--- src/rtl/rect_raster_renderer.sv ---
// Raster-order renderer feeding the back buffer: one pixel per cycle, a solid
// rectangle over a flat background, bouncing one step per completed frame.
module rect_raster_renderer #(
    parameter int         FB_W     = 160,
    parameter int         FB_H     = 120,
    parameter int         RECT_W   = 20,
    parameter int         RECT_H   = 16,
    parameter logic [8:0] BG_COLOR = 9'h000
) (
    input  logic        clk,
    input  logic        reset,
    input  logic        ready,
    input  logic [9:0]  SW,
    output logic        loaded,
    output logic [8:0]  dataIn,
    output logic [31:0] drawIndex,
    output logic        drawEn
);
    localparam int XW = $clog2(FB_W) + 1;
    localparam int YW = $clog2(FB_H) + 1;
    localparam logic [XW-1:0] X_MAX  = XW'(FB_W - 1);
    localparam logic [XW-1:0] X_SPAN = XW'(FB_W);
    localparam logic [XW-1:0] X_RECT = XW'(RECT_W);
    localparam logic [XW-1:0] X_ONE  = XW'(1);
    localparam logic [YW-1:0] Y_MAX  = YW'(FB_H - 1);
    localparam logic [YW-1:0] Y_SPAN = YW'(FB_H);
    localparam logic [YW-1:0] Y_RECT = YW'(RECT_H);
    localparam logic [YW-1:0] Y_ONE  = YW'(1);

    typedef enum logic [1:0] {IDLE, DRAW, DONE, WAIT_ACK} state_t;

    state_t          state_q, state_d;
    logic [XW-1:0]   cx_q, cx_d, px_q, px_d;
    logic [YW-1:0]   cy_q, cy_d, py_q, py_d;
    logic            dxn_q, dxn_d, dyn_q, dyn_d;   // 1 = moving in the negative direction
    logic            loaded_q, loaded_d, draw_en_q, draw_en_d;
    logic [8:0]      data_q, data_d;
    logic [31:0]     index_q, index_d;
    logic            in_rect;

    assign in_rect = (cx_q >= px_q) && (cx_q < px_q + X_RECT) &&
                     (cy_q >= py_q) && (cy_q < py_q + Y_RECT);

    always_comb begin
        state_d   = state_q;
        cx_d      = cx_q;
        cy_d      = cy_q;
        px_d      = px_q;
        py_d      = py_q;
        dxn_d     = dxn_q;
        dyn_d     = dyn_q;
        loaded_d  = 1'b0;
        draw_en_d = 1'b0;
        data_d    = data_q;
        index_d   = index_q;
        case (state_q)
            IDLE: begin
                if (ready) begin
                    state_d = DRAW;
                    cx_d    = '0;
                    cy_d    = '0;
                end
            end
            DRAW: begin
                if (ready) begin
                    draw_en_d = 1'b1;
                    index_d   = 32'(cy_q) * 32'(FB_W) + 32'(cx_q);
                    data_d    = in_rect ? SW[8:0] : BG_COLOR;
                    if (cx_q == X_MAX) begin
                        cx_d = '0;
                        if (cy_q == Y_MAX) state_d = DONE;
                        else               cy_d    = cy_q + Y_ONE;
                    end else begin
                        cx_d = cx_q + X_ONE;
                    end
                end
            end
            DONE: begin
                loaded_d = 1'b1;
                state_d  = WAIT_ACK;
                if (!SW[9]) begin
                    // Bounce takes effect in the same step: the edge is never overshot.
                    if (RECT_W == FB_W)                       px_d = '0;
                    else if (!dxn_q && (px_q + X_RECT == X_SPAN)) begin
                        dxn_d = 1'b1;
                        px_d  = px_q - X_ONE;
                    end else if (dxn_q && (px_q == '0)) begin
                        dxn_d = 1'b0;
                        px_d  = px_q + X_ONE;
                    end else begin
                        px_d  = dxn_q ? px_q - X_ONE : px_q + X_ONE;
                    end

                    if (RECT_H == FB_H)                       py_d = '0;
                    else if (!dyn_q && (py_q + Y_RECT == Y_SPAN)) begin
                        dyn_d = 1'b1;
                        py_d  = py_q - Y_ONE;
                    end else if (dyn_q && (py_q == '0)) begin
                        dyn_d = 1'b0;
                        py_d  = py_q + Y_ONE;
                    end else begin
                        py_d  = dyn_q ? py_q - Y_ONE : py_q + Y_ONE;
                    end
                end
            end
            WAIT_ACK: begin
                if (!ready) state_d = IDLE;
            end
            default: state_d = IDLE;
        endcase
    end

    always_ff @(posedge clk or negedge reset) begin
        if (!reset) begin
            state_q   <= IDLE;
            cx_q      <= '0;
            cy_q      <= '0;
            px_q      <= '0;
            py_q      <= '0;
            dxn_q     <= 1'b0;
            dyn_q     <= 1'b0;
            loaded_q  <= 1'b0;
            draw_en_q <= 1'b0;
            data_q    <= '0;
            index_q   <= '0;
        end else begin
            state_q   <= state_d;
            cx_q      <= cx_d;
            cy_q      <= cy_d;
            px_q      <= px_d;
            py_q      <= py_d;
            dxn_q     <= dxn_d;
            dyn_q     <= dyn_d;
            loaded_q  <= loaded_d;
            draw_en_q <= draw_en_d;
            data_q    <= data_d;
            index_q   <= index_d;
        end
    end

    assign loaded    = loaded_q;
    assign drawEn    = draw_en_q;
    assign dataIn    = data_q;
    assign drawIndex = index_q;
endmodule

--- config.mk ---
export PLATFORM = sky130hd
export DESIGN_NAME = rect_raster_renderer
export DESIGN_NICKNAME = d
export VERILOG_FILES = /design/src/rtl/rect_raster_renderer.sv
export SDC_FILE = /design/constraint.sdc
export NUM_CORES = 1
export LEC_CHECK = 0
export CAP_MARGIN = 20
export CORE_MARGIN = 2
export CORE_UTILIZATION = 46
export DETAILED_ROUTE_END_ITERATION = 10
export PLACE_DENSITY = 0.77
export SLEW_MARGIN = 20
export SYNTH_ARGS = -nofsm -noshare
export SYNTH_HDL_FRONTEND = slang
export SYNTH_SLANG_ARGS = --single-unit
--- constraint.sdc ---
create_clock -name clk -period 7.38 [get_ports clk]
set_input_delay 1.476 -clock clk [delete_from_list [all_inputs] [get_ports clk]]
set_output_delay 1.476 -clock clk [all_outputs]
set_load 0.05 [all_outputs]
Word-level counts from Yosys, hierarchy flattened
Cells that the tools add are included.

Flip-flop bits (word level): 81. Input port bits: 13. Output and inout port bits: 43. Word-level logic and storage cells: 90.

Add/subtract/negate cells: 9. Multipliers: 1. Order comparisons: 4. Equality and inequality tests: 13. Mux-type cells: 29. Bitwise gates (word level): 1. Reductions and logical operators: 22.

Operators with widths (number): $mux W9 (7); $mux W8 (7); $add A9 B1 Y9 const B (2); $eq A9 B8 Y1 const B (2); $pmux W9 S2 (1); $add A16 B9 Y17 (1); $add A8 B1 Y8 const B (2); $eq A8 B7 Y1 const B (2); $pmux W8 S2 (1); $ne A2 B2 Y1 const B (6); $mul A8 B3 Y11 const B (1); $mux W2 (5); $reduce_and A5 Y1 (2); $add A9 B5 Y9 const B (1); $ge A9 B9 Y1 (1); $logic_not A9 Y1 (1); $lt A9 B9 Y1 (1); $reduce_and A3 Y1 (3); $sub A9 B1 Y9 const B (1); $add A8 B5 Y8 const B (1); $ge A8 B8 Y1 (1); $logic_not A8 Y1 (1); $lt A8 B8 Y1 (1); $pmux W2 S4 (1); 10 further kinds (27).

Depth between registers and ports, before layout
Depth in word-level cells: 6. Depth in mapped cells: 10. Depth with buffers taken out: 10.

Worst setup path before layout
OpenSTA, ideal clock, no wires.

Path kind: input to register. From: input SW[9]. To: register px_q[8]. Library setup time: 129 ps. Arrival time: 2510 ps. Data required time: 7251 ps. Setup slack: 4741 ps. Cell stages on the path: 7. Buffers on the path: 1. Cells stage by stage: nor2b_1 > clkbuf_1 > nand3_1 > nor3_1 > and3_1 > mux2i_1 > xnor2_1.

Cells in the longest elaborated chain, start to end: 2.

RTL lines: start, declared (RTL line 13) `input logic [9:0] SW,`; $not A1 Y1 (no source line); $reduce_and A2 Y1 (no source line); end signal, assigned (RTL line 130) `px_q <= px_d;`; end, declared (RTL line 33) `logic [XW-1:0] cx_q, cx_d, px_q, px_d;`.

Every way passes these cells. A chain may end at the register's enable or synchronous reset.

Final worst setup path
From: input ready. To: register data_q[2], in the netlist dataIn[2].

Cells in the longest elaborated chain, start to end: 1.

RTL lines: start, declared (RTL line 12) `input logic ready,`; $reduce_and A2 Y1 (no source line); end signal, assigned (RTL line 136) `data_q <= data_d;`; end, declared (RTL line 37) `logic [8:0] data_q, data_d;`.

Every way passes these cells.

==> results_dict.tcl <==
set metrics [dict create \
    hold_violations 0 \
    synth_seq_cells 66 \
    finalCritPeriodShare 0.4853 \
    fin_crit_ns 3.581 \
    ios 56 \
    synthTopCellsByArea "dfrtp_1 34%, ha_1 16%, xnor2_1 5.6%" \
    relSlewSlack 0.4211 \
    rsz0062_at_grt "false" \
    antenna_left 0 \
    routedWlPerCell_um 15.12 \
    drive_gt1_frac 0.05684 \
    vdd_ir_drop_max_uv 126.2 \
    power_density_mw_per_mm2 276.6 \
    tritoncts "yes" \
    setup_violations 0 \
    syn_inst 519 \
    synth_compound_area_frac 0.1309 \
    cts_buffers 9 \
    path_cells "clkdlybuf4s50_1 > nand2_1 > buf_4 > a2111oi_0 > nand4_1 > o31ai_1" \
    dieArea_mm2 0.01137 \
    rows 37 \
    syn_avg_cell_area_um2 9.339 \
    place_congestion 0.8958 \
    cp.required_ns 7.61 \
    postCtsSetupRepairBufs 0 \
    antenna_found_initial 0 \
    grt_max_degree 67 \
    viasPerCell 5.516 \
    ys_types 59 \
    drt_iter0_drc 308 \
    cpPeakStageDelay_ns 0.76 \
    fin_worst_skew_ns 0.01521 \
    maxSlewViolCount 0 \
    critPathLaunchType "primary input" \
    reg2reg_depth 7 \
    yosysWarnings 0 \
    fp.dieH_um 106.7 \
    hpwl_um 7866 \
    cts_resized 0 \
    path_class "primary input to flop" \
    muxShareOfSynthArea 0.04775 \
    power.leakage_uw 0.002566 \
    synthArstFlopShare 1.000 \
    routed_wl_um 10570 \
    fin_hold_ws_ns 0.4829 \
    diodes 0 \
    synth_area_mm2 0.004847 \
    dr.pass1.iters 5 \
    gr-usage-all-layers 0.1959 \
    synth-simple-area-share 0.1575 \
    fmax_ghz 0.2792 \
    initial_core_util 0.4716 \
    cts.path.max_buffers 2 \
    ys.flop_type "dfrtp_1" \
    critPathArrivalTime_ns 3.81 \
    clk_pin_slew_ns 0.07 \
    core_area_mm2 0.01028 \
    cts_hold_buf 0 \
    num_vias 3856 \
    synth_top_area_share 0.3407 \
    port_buffers 40 \
    end_kind "flop" \
    ys_seq_area_frac 0.3407 \
    drv_cap 0 \
    numClockSinks 66 \
    clockRootBuffer "clkbuf_8" \
    overflow 0 \
    synth_edf_count 0 \
    nFillCells 924 \
    syn_to_final_growth_pct 13.45 \
    drc 0 \
    grt_pass1_vias 3921 \
    holdCritPathClass "flop to flop" \
    status "completed" \
    slowest_stage "clkdlybuf4s50_1" \
    h-tree-depth 3 \
    path_max_fanout 36 \
    synth_top_area_cell "dfrtp_1" \
    synth_xor_xnor_area_share 0.08312 \
    synth_top_family_by_area "adder cells" \
    die_x_um 106.7 \
    synth_fa_ha_area_frac 0.1709 \
    clock_latency_ns 0.36 \
    setup_tns_ns 0 \
    nNetsFinal 637 \
    tightest_slew_ns 0.8683 \
    hold_depth 2 \
    grt_pass1_wl_um 18110 \
]
path summary, 6_finish.rpt:
check | slack [ns] | to | from
max reg2reg | 4.42 | dataIn[2]$_DFFE_PN0P_ | px_q[2]$_DFFE_PN0P_
min in group asynchronous | 1.32 | dataIn[8]$_DFFE_PN0P_ | reset
max in group asynchronous | 5.49 | px_q[8]$_DFFE_PN0P_ | reset
max | 3.80 | dataIn[2]$_DFFE_PN0P_ | ready
min | 0.48 | dataIn[6]$_DFFE_PN0P_ | dataIn[6]$_DFFE_PN0P_
min reg2reg | 0.48 | dataIn[6]$_DFFE_PN0P_ | dataIn[6]$_DFFE_PN0P_
synth_stat cells, types with 2 or more instances:
master	n
nor2b_1	6
mux2_2	5
nor3_1	12
or3_1	2
o31ai_1	12
o21a_1	7
and3_2	2
nor4_1	3
fa_1	2
o211ai_1	4
clkbuf_1	7
buf_4	17
nand2b_1	4
xnor2_1	31
a21oi_1	12
a21o_1	8
and3_1	8
and2_1	3
nor3b_1	2
dfrtp_1	66
a2111oi_0	2
a31o_2	2
xor2_1	15
mux2i_1	16
a22o_1	2
inv_1	41
nor2_1	31
nand2_1	49
o21ai_1	4
nand3_1	18
ha_1	63
o21ai_0	26
nand4_1	7
nand4bb_1	2
a211oi_1	4
state kept, by name, indices dropped and copies added, names as in the netlist:
| name | count |
|---|---|
| px_q | 9 |
| cx_q | 9 |
| dxn_q | 1 |
| dyn_q | 1 |
| state_q | 2 |
| drawIndex | 17 |
| py_q | 8 |
| drawEn | 1 |
| loaded | 1 |
| cy_q | 8 |
| dataIn | 9 |
metal layers:
metal  part of all wire  vias to the layer above  GRT usage
li1                   -                     1851          -
met1               0.43                     1886     0.2410
met2               0.51                       96     0.3412
met3              0.043                       23    0.03830
met4              0.018                        0    0.06957
met5                  0                        -          0
layout make-up:
cell class	count	area, µm²	share of cell area
Multi-Input combinational cell	398	2917	0.5304
Sequential cell	66	1652	0.3003
Timing Repair Buffer	42	410.4	0.07463
Tap cell	136	170.2	0.03094
Inverter	42	157.7	0.02867
Clock buffer	10	137.6	0.02503
Clock inverter	5	55.05	0.01001
kinds of logic after synthesis:
| family | after synthesis |
|---|---|
| AND/OR/NAND/NOR | 155 |
| AO/OA/AOI/OAI | 95 |
| adder cells (fa/ha/maj) | 65 |
| XOR/XNOR | 46 |
| buffers and inverters | 69 |
| flip-flops | 66 |
| multiplexers | 22 |
| other | 1 |
worst max-delay path: cells and delay by family:
family                 cells  cell delay (ns)
AO/OA/AOI/OAI              2             0.77
buffers and inverters      2             1.01
AND/OR/NAND/NOR            2             0.54
where the power goes:
part | switching, µW | leakage (µW) | internal, µW
clock | 142 | 0.0000941 | 162
sequential | 98.8 | 0.000869 | 434
combinational | 410 | 0.00160 | 274
total | 651 | 0.00257 | 870
through the flow:
step                      setup slack [ns]  utilization  total power (µW)  instance area (µm²)  std cells
final                                3.799       0.5351              1521                 5499        699
after global routing                 3.646       0.5351              1637                 5499        699
after CTS                            3.848       0.5351              1527                 5499        699
after detailed placement             3.441       0.5163              1213                 5306        684
after global placement               3.684       0.5163              1181                 5306        684
after floorplan                      4.741            -              1038                 4900        533
cell usage in the layout, fill, tap and decap left out, drive strengths merged, types with 6 or more instances in the layout:
cell and instances:
nor2b 6, ha 63, nand2 49, dfrtp 66, xor2 15, nor2 31
nand3 18, a21o 8, mux2 6, and3 10, nand4 8, clkdlybuf4s50 39
mux2i 16, xnor2 31, a21oi 13, o21a 7, nor3 12, clkbuf 10
o21ai 31, conb 15, inv 41, o31ai 12
No activity file was read; power rests on OpenSTA's default activity.
